### config.mk
export PLATFORM = sky130hd
export DESIGN_NAME = mmio_wr_queue
export DESIGN_NICKNAME = d
export VERILOG_FILES = /design/src/rtl/mmio_q_pkg.sv /design/src/rtl/mmio_wr_queue_mem.sv /design/src/rtl/mmio_wr_queue.sv
export SDC_FILE = /design/constraint.sdc
export NUM_CORES = 1
export LEC_CHECK = 0
export BUFFER_PORTS_ARGS = -buffer_cell sky130_fd_sc_hd__buf_2
export CAP_MARGIN = 5
export CORE_UTILIZATION = 25
export CTS_BUF_LIST = sky130_fd_sc_hd__clkbuf_4
export DETAILED_ROUTE_END_ITERATION = 10
export SLEW_MARGIN = 20
export SYNTH_ARGS = -nofsm -noshare
export SYNTH_HDL_FRONTEND = slang
export SYNTH_HIERARCHICAL = 1
export SYNTH_SLANG_ARGS = --single-unit
### constraint.sdc
create_clock -name clk -period 6.1 [get_ports clk]
set_clock_uncertainty 0.05 [all_clocks]
set_input_delay 1.83 -clock clk [delete_from_list [all_inputs] [get_ports clk]]
set_output_delay 1.83 -clock clk [all_outputs]
set_load 0.005 [all_outputs]
### src/rtl/mmio_q_pkg.sv
// Shared definitions for the MMIO write queue: parameter defaults and status-register layout.
// Latency: n/a (package only).
// Backpressure: n/a (package only).
// Status image layout: count occupies bits [CW-1:0] (CW = $clog2(DEPTH)+1); the four flags sit
// directly above it at the *_REL offsets below. The *_BIT constants are the absolute
// positions for the default depth.
package mmio_q_pkg;

  localparam int Q_WIDTH_DEF = 64;
  localparam int Q_DEPTH_DEF = 8;

  localparam int Q_STATUS_W = 64;

  // Flag offsets relative to the top of the count field.
  localparam int ST_EMPTY_REL = 0;
  localparam int ST_FULL_REL  = 1;
  localparam int ST_UNDER_REL = 2;
  localparam int ST_OVER_REL  = 3;

  // Absolute bit positions for the default depth.
  localparam int Q_CNT_W_DEF  = $clog2(Q_DEPTH_DEF) + 1;
  localparam int ST_EMPTY_BIT = Q_CNT_W_DEF + ST_EMPTY_REL;
  localparam int ST_FULL_BIT  = Q_CNT_W_DEF + ST_FULL_REL;
  localparam int ST_UNDER_BIT = Q_CNT_W_DEF + ST_UNDER_REL;
  localparam int ST_OVER_BIT  = Q_CNT_W_DEF + ST_OVER_REL;

endpackage

### src/rtl/mmio_wr_queue_mem.sv
// Storage array for the MMIO write queue: one write port, one registered read port.
// Latency: read data appears 1 cycle after re/rzero; write lands on the same edge.
// Backpressure: none; the caller guarantees pointer legality.
// Ports: clk, rst_n; we/waddr/wdata write port; re/raddr read port; rzero loads zero into
// the read register instead of an entry; rdata is the read register (held when idle).
// The array itself is deliberately not reset; only the read register is.
module mmio_wr_queue_mem #(
  parameter int WIDTH = 64,
  parameter int DEPTH = 8,
  parameter int AW    = $clog2(DEPTH)
) (
  input  logic             clk,
  input  logic             rst_n,
  input  logic             we,
  input  logic [AW-1:0]    waddr,
  input  logic [WIDTH-1:0] wdata,
  input  logic             re,
  input  logic             rzero,
  input  logic [AW-1:0]    raddr,
  output logic [WIDTH-1:0] rdata
);

  logic [WIDTH-1:0] mem [DEPTH];

  always_ff @(posedge clk) begin
    if (we) begin
      mem[waddr] <= wdata;
    end
  end

  // A same-cycle write to raddr (full queue, push+pop) returns the old entry,
  // which is the oldest one as required.
  always_ff @(posedge clk or negedge rst_n) begin
    if (!rst_n) begin
      rdata <= '0;
    end else if (rzero) begin
      rdata <= '0;
    end else if (re) begin
      rdata <= mem[raddr];
    end
  end

endmodule

### src/rtl/mmio_wr_queue.sv
// MMIO write queue: circular FIFO with sticky error flags, status image and optional statistics.
// Latency: rd_data/rd_valid 1 cycle after rd_en; count/full/empty update the cycle after the event.
// Backpressure: none; push on full (no pop) is dropped and sets overflow, pop on empty returns 0 and sets underflow.
// Ports: clk, rst_n (async active-low); wr_en/wr_data push; rd_en pop; flush empties the queue;
// clr_err clears the sticky flags; rd_data/rd_valid popped word; count/full/empty occupancy;
// overflow/underflow sticky errors; status 64-bit register image; push_cnt/pop_cnt statistics.
// Build option: define MMIO_WR_QUEUE_STATS_EN to implement push_cnt/pop_cnt (otherwise tied to 0).
module mmio_wr_queue
  import mmio_q_pkg::*;
#(
  parameter int WIDTH = Q_WIDTH_DEF,
  parameter int DEPTH = Q_DEPTH_DEF
) (
  input  logic                     clk,
  input  logic                     rst_n,
  input  logic                     wr_en,
  input  logic [WIDTH-1:0]         wr_data,
  input  logic                     rd_en,
  input  logic                     flush,
  input  logic                     clr_err,
  output logic [WIDTH-1:0]         rd_data,
  output logic                     rd_valid,
  output logic [$clog2(DEPTH):0]   count,
  output logic                     full,
  output logic                     empty,
  output logic                     overflow,
  output logic                     underflow,
  output logic [Q_STATUS_W-1:0]    status,
  output logic [31:0]              push_cnt,
  output logic [31:0]              pop_cnt
);

  localparam int AW = $clog2(DEPTH);
  localparam int CW = AW + 1;

  logic [AW-1:0] wptr;
  logic [AW-1:0] rptr;
  logic          pop_ok;
  logic          pop_udf;
  logic          push_ok;
  logic          push_ovf;

  // Flush wins over everything issued in the same cycle.
  assign pop_ok   = rd_en & ~flush & ~empty;
  assign pop_udf  = rd_en & ~flush & empty;
  assign push_ok  = wr_en & ~flush & (~full | pop_ok);
  assign push_ovf = wr_en & ~flush & full & ~pop_ok;

  assign full  = (count == CW'(DEPTH));
  assign empty = (count == '0);

  mmio_wr_queue_mem #(
    .WIDTH (WIDTH),
    .DEPTH (DEPTH),
    .AW    (AW)
  ) u_mem (
    .clk   (clk),
    .rst_n (rst_n),
    .we    (push_ok),
    .waddr (wptr),
    .wdata (wr_data),
    .re    (pop_ok),
    .rzero (pop_udf),
    .raddr (rptr),
    .rdata (rd_data)
  );

  // DEPTH is a power of two, so natural pointer overflow is the DEPTH-1 -> 0 wrap.
  always_ff @(posedge clk or negedge rst_n) begin
    if (!rst_n) begin
      wptr  <= '0;
      rptr  <= '0;
      count <= '0;
    end else if (flush) begin
      wptr  <= '0;
      rptr  <= '0;
      count <= '0;
    end else begin
      if (push_ok) wptr <= wptr + AW'(1);
      if (pop_ok)  rptr <= rptr + AW'(1);
      case ({push_ok, pop_ok})
        2'b10:   count <= count + CW'(1);
        2'b01:   count <= count - CW'(1);
        default: count <= count;
      endcase
    end
  end

  always_ff @(posedge clk or negedge rst_n) begin
    if (!rst_n) begin
      rd_valid  <= 1'b0;
      overflow  <= 1'b0;
      underflow <= 1'b0;
    end else begin
      rd_valid  <= pop_ok | pop_udf;
      // A new error in the same cycle as clr_err keeps its flag set.
      overflow  <= push_ovf | (overflow & ~clr_err);
      underflow <= pop_udf  | (underflow & ~clr_err);
    end
  end

  always_comb begin
    status                     = '0;
    status[CW-1:0]             = count;
    status[CW + ST_EMPTY_REL]  = empty;
    status[CW + ST_FULL_REL]   = full;
    status[CW + ST_UNDER_REL]  = underflow;
    status[CW + ST_OVER_REL]   = overflow;
  end

`ifdef MMIO_WR_QUEUE_STATS_EN
  // Counters see only accepted operations; flush suppresses push_ok/pop_ok and leaves them alone.
  always_ff @(posedge clk or negedge rst_n) begin
    if (!rst_n) begin
      push_cnt <= '0;
      pop_cnt  <= '0;
    end else begin
      if (push_ok) push_cnt <= push_cnt + 32'd1;
      if (pop_ok)  pop_cnt  <= pop_cnt + 32'd1;
    end
  end
`else
  assign push_cnt = '0;
  assign pop_cnt  = '0;
`endif

endmodule
==> impl_metrics.json, run 1 <==
{
  "fin_cells": 2951,
  "p_sw_mw": 2.93,
  "start_util_pct": 25.4,
  "fillers": 9375,
  "fin_crit_sh_pct": 70.5,
  "setup_viol_count_final": 0,
  "synth-edff-count": 512,
  "slew_viol_final": 0,
  "grt_pass1_wl_mm": 81.8,
  "ys.warnings.count": 6,
  "start_kind": "flip-flop",
  "ios": 271,
  "drc": 0,
  "async_flop_share_pct": 13.1,
  "die_h_um": 311,
  "ir_drop_mv": 0.340,
  "nets": 1639,
  "cellPowerDensity_nw_per_um2": 378,
  "cp_max_fo": 11,
  "met2_usage_pct": 18.8,
  "numClockSinks": 589,
  "num_vias": 12357,
  "r2r-end": "u_mem/rdata[63]$_DFFE_PN0P_",
  "dpl.cell_count": 2664,
  "holdBufCountCts": 0,
  "place_congestion": 0.723,
  "holdPathEnd": "u_mem/rdata[37]$_DFFE_PN0P_",
  "max_stage_delay_ps": 680,
  "synth_seq_area_share_pct": 72.7,
  "grt_pass1_vias": 12771,
  "final_cell_mix": "edfxtp_1, clkbuf_4, buf_2",
  "finalHoldViolations": 0,
  "core-area_um2": 93900,
  "netlist_top_cells_area": "edfxtp_1, dfrtp_1, mux4_2",
  "die_w_um": 311,
  "synth_cell_types": 47,
  "max_freq_mhz": 232,
  "setup_tns_ps": 0,
  "num_rows": 112,
  "worstRegToRegCells": 5,
  "cpMaxStageDelayCell": "or4_1",
  "clockBufferDepth": 3,
  "grt_max_degree": 140,
  "synthesis.area_per_instance_um2": 18.1,
  "drtIter0Drc": 832,
  "drv_cap": 0,
  "use_met1_pct": 14.3,
  "die_area_um2": 96500,
  "insertion_delay_ps": 950,
  "synth_area_um2": 23800,
  "cts_resized": 0,
  "critPathRequiredTime_ps": 4220,
  "path_class": "reg2out",
  "swShare_pct": 28.2,
  "grtUsageTotal_pct": 11.3,
  "holdPathStages": 2,
  "worstMarginPinSlew_ps": 1070,
  "final_common_cell": "edfxtp_1",
  "p_int_mw": 7.48,
  "min_path_type": "reg2reg",
  "portBuffers": 150,
  "rsz0062_at_grt": "no",
  "clkPwrFrac_pct": 32.9,
  "synth-main-ff-cell": "edfxtp_1",
  "final_layout_size_suffix_gt1_share_pct": 42.9,
  "grt.met3_usage_pct": 2.94,
  "min_from": "u_mem/rdata[37]$_DFFE_PN0P_",
  "rr_startpoint": "count[1]$_DFFE_PN0P_",
  "first_pass_iters": 5,
  "cts_buffers": 153,
  "routed_wl_mm": 54.6,
  "r2r_slack_ps": 3020,
  "status": "finished clean",
  "ys_ff_latch": 589,
  "cts_setup_buffers": 0,
  "antenna_left": 0,
  "synth_top_area_cell": "edfxtp_1",
  "clk_pin_slew_ps": 70,
  "tritoncts": "built",
  "endpoint_kind": "output port",
  "cp.arrival_ps": 2420,
  "htree_levels": 4,
  "grt.overflow.total": 0,
  "antenna_found_initial": 14,
  "crit_chain": "or4_1 > inv_1 > buf_2",
  "dp_hpwl_mm": 33.0,
  "syn_inst": 1317,
  "synth_top_area_share_pct": 64.6,
  "area_growth_pct": 15.6,
  "grt.busiest_layer": "met2",
  "root_buffer": "clkbuf_4",
  "comb_power_share_pct": 20.1,
  "p_leak_nw": 9.61,
  "viasPerCell": 4.19,
  "wl_per_cell_um": 18.5,
  "p_seq_share_pct": 47.0,
  "relSlewSlack_pct": 28.4,
  "min_period_ps": 4300
}
[flip-flops by register name, indices dropped and copies added, names as in the netlist]
signal / cells
underflow: 1
wptr: 3
count: 4
rptr: 3
u_mem/rdata: 64
overflow: 1
u_mem/mem: 512
rd_valid: 1
[per-stage QoR]
stage | setup WS, ps | power (mW) | instance area (um^2) | util, % | hold WS, ps
2_1_floorplan | 529 | 6.53 | 24300 | - | 417
3_3_place_gp | 1650 | 7.09 | 25500 | 27.2 | 413
3_5_place_dp | 1690 | 7.14 | 25500 | 27.2 | 412
4_1_cts | 1660 | 10.6 | 27500 | 29.3 | 431
5_1_grt | 1650 | 11.0 | 27500 | 29.3 | 447
6_report | 1800 | 10.4 | 27500 | 29.3 | 428
[cells by family (layout without fill, tap and decap cells)]
logic type	count (synthesis)	count (layout)	synth area share [%]
mux	195	195	12.2
buf+inv	202	455	5.80
fa+ha+maj	4	4	0.210
other cells	1	128	0.0158
simple gates	180	180	3.69
flops	589	589	72.7
xor+xnor	6	6	0.221
compound gates	140	140	5.13
[power groups by stage]
| stage | sequential [mW] | combinational, mW | clock, mW |
|---|---|---|---|
| 6_report | 4.90 | 2.10 | 3.42 |
| 2_1_floorplan | 4.87 | 1.66 | 0 |
| 3_5_place_dp | 4.98 | 2.16 | 0 |
| 5_1_grt | 4.93 | 2.29 | 3.75 |
| 3_3_place_gp | 4.98 | 2.12 | 0 |
| 4_1_cts | 4.90 | 2.16 | 3.54 |
[cell type report]
| cell class | instances | area [um^2] | share of cell area [%] |
|---|---|---|---|
| flip-flops and latches | 589 | 17300 | 62.9 |
| multi-input cells | 645 | 5670 | 20.6 |
| clock buffers | 235 | 1760 | 6.41 |
| well taps | 1254 | 1570 | 5.70 |
| repair buffers | 169 | 921 | 3.35 |
| clock inverters | 44 | 245 | 0.891 |
| inverters | 7 | 26.3 | 0.0955 |
| diodes | 8 | 20.0 | 0.0727 |
[per-layer routing]
layer / share of wire (%) / vias up
li1: - / 5476
met1: 44 / 6355
met2: 49 / 449
met3: 5.4 / 75
met4: 1.7 / 2
met5: 0.033 / -
[worst max-delay path by stage]
stage,start,to,slack (ps),cells after the start
global placement,wr_en,u_mem/mem[6][44]$_DFFE_PP_,1650,6
CTS,count[1]$_DFFE_PN0P_,empty,1660,3
global route,count[1]$_DFFE_PN0P_,empty,1650,3
detailed placement,wr_en,u_mem/mem[7][51]$_DFFE_PP_,1690,6
floorplan,wr_en,u_mem/mem[1][0]$_DFFE_PP_,530,5
finish,count[1]$_DFFE_PN0P_,status[4],1800,3
[critical path: cells and delay by family (launching register included)]
family / cells / cell delay [ps]
flip-flops: 1 / 500
buffers and inverters: 2 / 320
AND/OR/NAND/NOR: 1 / 680
[cell usage after synthesis, drive strengths merged, types with 4 or more instances]
master	count
inv	7
nand2	69
nand2b	9
dfrtp	77
edfxtp	512
nor2	80
nor3	5
xor2	5
clkbuf	28
nor2b	4
buf	167
o22ai	64
mux4	64
ha	4
mux2	130
o31ai	63
(Power assumes the default switching activity.)
==> inputs of run 2 (changes only) <==
Clock period 6.1 ns to 3.8 ns, I/O delays scaled along.
==> run 2 against run 1 <==
Core utilization is 0.26 points higher. Final area is 0.88% higher. Hold slack worse by 220 ps. Critical path depth stayed put. Cell count is 0.14% higher. Flip-flop and latch count stayed put. Sequential power is 61% higher. Routed wire length is 3.1% higher. Largest power group unchanged. Highest routed layer unchanged.
==> impl_metrics.json, run 2 (synthesis results as in run 1) <==
{
  "status": "finished clean",
  "clockBufferDepth": 3,
  "root_buffer": "clkbuf_4",
  "min_path_type": "in2async",
  "holdBufCountCts": 0,
  "endpoint_kind": "output port",
  "setup_viol_count_final": 0,
  "num_vias": 12402,
  "p_leak_nw": 9.71,
  "first_pass_iters": 4,
  "dpl_cell_area_um2": 25700,
  "worstMarginPinSlew_ps": 1070,
  "crit_chain": "or4_4 > inv_1 > buf_2",
  "drc": 0,
  "holdWs_ps": 204,
  "critPathTopFamily": "simple AND/OR/NAND/NOR gates",
  "crit_start": "count[1]$_DFFE_PN0P_",
  "area_growth_pct": 16.6,
  "final_common_cell": "edfxtp_1",
  "max_stage_delay_ps": 630,
  "slew_viol_final": 0,
  "die_h_um": 311,
  "cts_setup_buffers": 0,
  "start_util_pct": 25.4,
  "dp_hpwl_mm": 32.6,
  "drtIter0Drc": 673,
  "cpMaxStageDelayCell": "or4_4",
  "grt_pass1_wl_mm": 83.7,
  "relSlewSlack_pct": 28.8,
  "largest_reg_flops": 512,
  "routed_wl_mm": 56.3,
  "grtUsageTotal_pct": 11.7,
  "die_w_um": 311,
  "antenna_left": 0,
  "cts_resized": 0,
  "ios": 271,
  "antenna_found_initial": 20,
  "start_kind": "flip-flop",
  "max_freq_mhz": 283,
  "nets": 1646,
  "path_class": "reg2out",
  "worstRegToRegCells": 7,
  "drv_cap": 0,
  "grt_pass1_vias": 13173,
  "core-area_um2": 93900,
  "num_rows": 112,
  "design_area_um2": 27800,
  "cts_buffers": 147,
  "crit_buf_inv": 2,
  "numClockSinks": 589,
  "grt_max_degree": 65,
  "rr_startpoint": "count[1]$_DFFE_PN0P_",
  "top_regs": "u_mem/mem (512), u_mem/rdata (64), count (4)",
  "cp_max_fo": 11,
  "rsz0062_at_grt": "no",
  "worst-path-stages": 3,
  "insertion_delay_ps": 940,
  "finalHoldViolations": 0,
  "critPathRequiredTime_ps": 2610,
  "die_area_um2": 96500,
  "clk_pin_slew_ps": 70,
  "place_congestion": 0.683,
  "htree_levels": 4,
  "largest_register": "u_mem/mem",
  "tritoncts": "built",
  "final_layout_size_suffix_gt1_share_pct": 43.5,
  "portBuffers": 150,
  "viasPerCell": 4.20,
  "grt.overflow.total": 0,
  "wl_per_cell_um": 19.1,
  "ir_drop_mv": 0.238,
  "final_cell_mix": "edfxtp_1, clkbuf_4, buf_2",
  "min_period_ps": 3530,
  "cellPowerDensity_nw_per_um2": 608,
  "fin_crit_sh_pct": 92.9,
  "cp.arrival_ps": 2340
}
run 2: changes by cell type in the layout (fill, tap and decap cells not counted):
cell and change:
clkinv_2 -3, clkinv_1 -6, clkinv_4 +2, bufinv_16 +1
diode_2 -2, or4_4 +1, or4_1 -1, inv_2 -1
clkinvlp_4 -2, buf_4 +2, inv_6 +1, clkbuf_4 +1
buf_12 +11
run 2: final timing paths:
check	endpoint	slack (ps)
min in group clk	overflow$_DFF_PN0_	370
hold / removal	u_mem/rdata[34]$_DFFE_PN0P_	200
setup / recovery	status[4]	270
setup reg to reg	u_mem/rdata[0]$_DFFE_PN0P_	1010
hold reg to reg	u_mem/rdata[37]$_DFFE_PN0P_	430
max in group asynchronous	u_mem/rdata[16]$_DFFE_PN0P_	2570
run 2: routing by layer:
| metal | share of wire, % | track usage, % | vias up | wire length [um] |
|---|---|---|---|---|
| li1 | - | - | 5487 | - |
| met5 | 0.14 | 0 | - | 79 |
| met3 | 6.1 | 3.93 | 118 | 3430 |
| met2 | 51 | 20.0 | 405 | 28500 |
| met1 | 41 | 13.6 | 6376 | 23100 |
| met4 | 2.2 | 4.03 | 16 | 1240 |
run 2: report_power, final:
| part | internal (mW) | switching [mW] |
|---|---|---|
| Combinational | 1.67 | 1.77 |
| Clock | 3.03 | 2.53 |
| Sequential | 7.46 | 0.422 |
run 2: worst register-to-register path, cell delays in order (launching register included):
cell	delay, ps
dfrtp_1	490
or4_4	630
inv_1	160
nor2_1	140
nor2_4	100
buf_4	770
nand2_1	250
o31ai_2	110
run 2: stage by stage:
step / instances / utilization, % / setup TNS (ps) / total power, mW / worst slack [ps]
after CTS: 2949 / 29.6 / 0 / 17.2 / 25.4
after global routing: 2954 / 29.6 / 0 / 17.8 / 101
after detailed placement: 2677 / 27.4 / 0 / 11.6 / 527
after global placement: 2677 / 27.4 / 0 / 11.5 / 552
final: 2955 / 29.6 / 0 / 16.9 / 269
after floorplan: 1436 / - / -25100 / 10.5 / -71.2
run 2: area by class of cell:
type	count	area, um^2
Antenna cell	6	15.0
Clock buffer	236	1770
Clock inverter	36	245
Fill cell	9275	66100
Inverter	7	26.3
Multi-Input combinational cell	645	5670
Sequential cell	589	17300
Tap cell	1254	1570
Timing Repair Buffer	182	1160
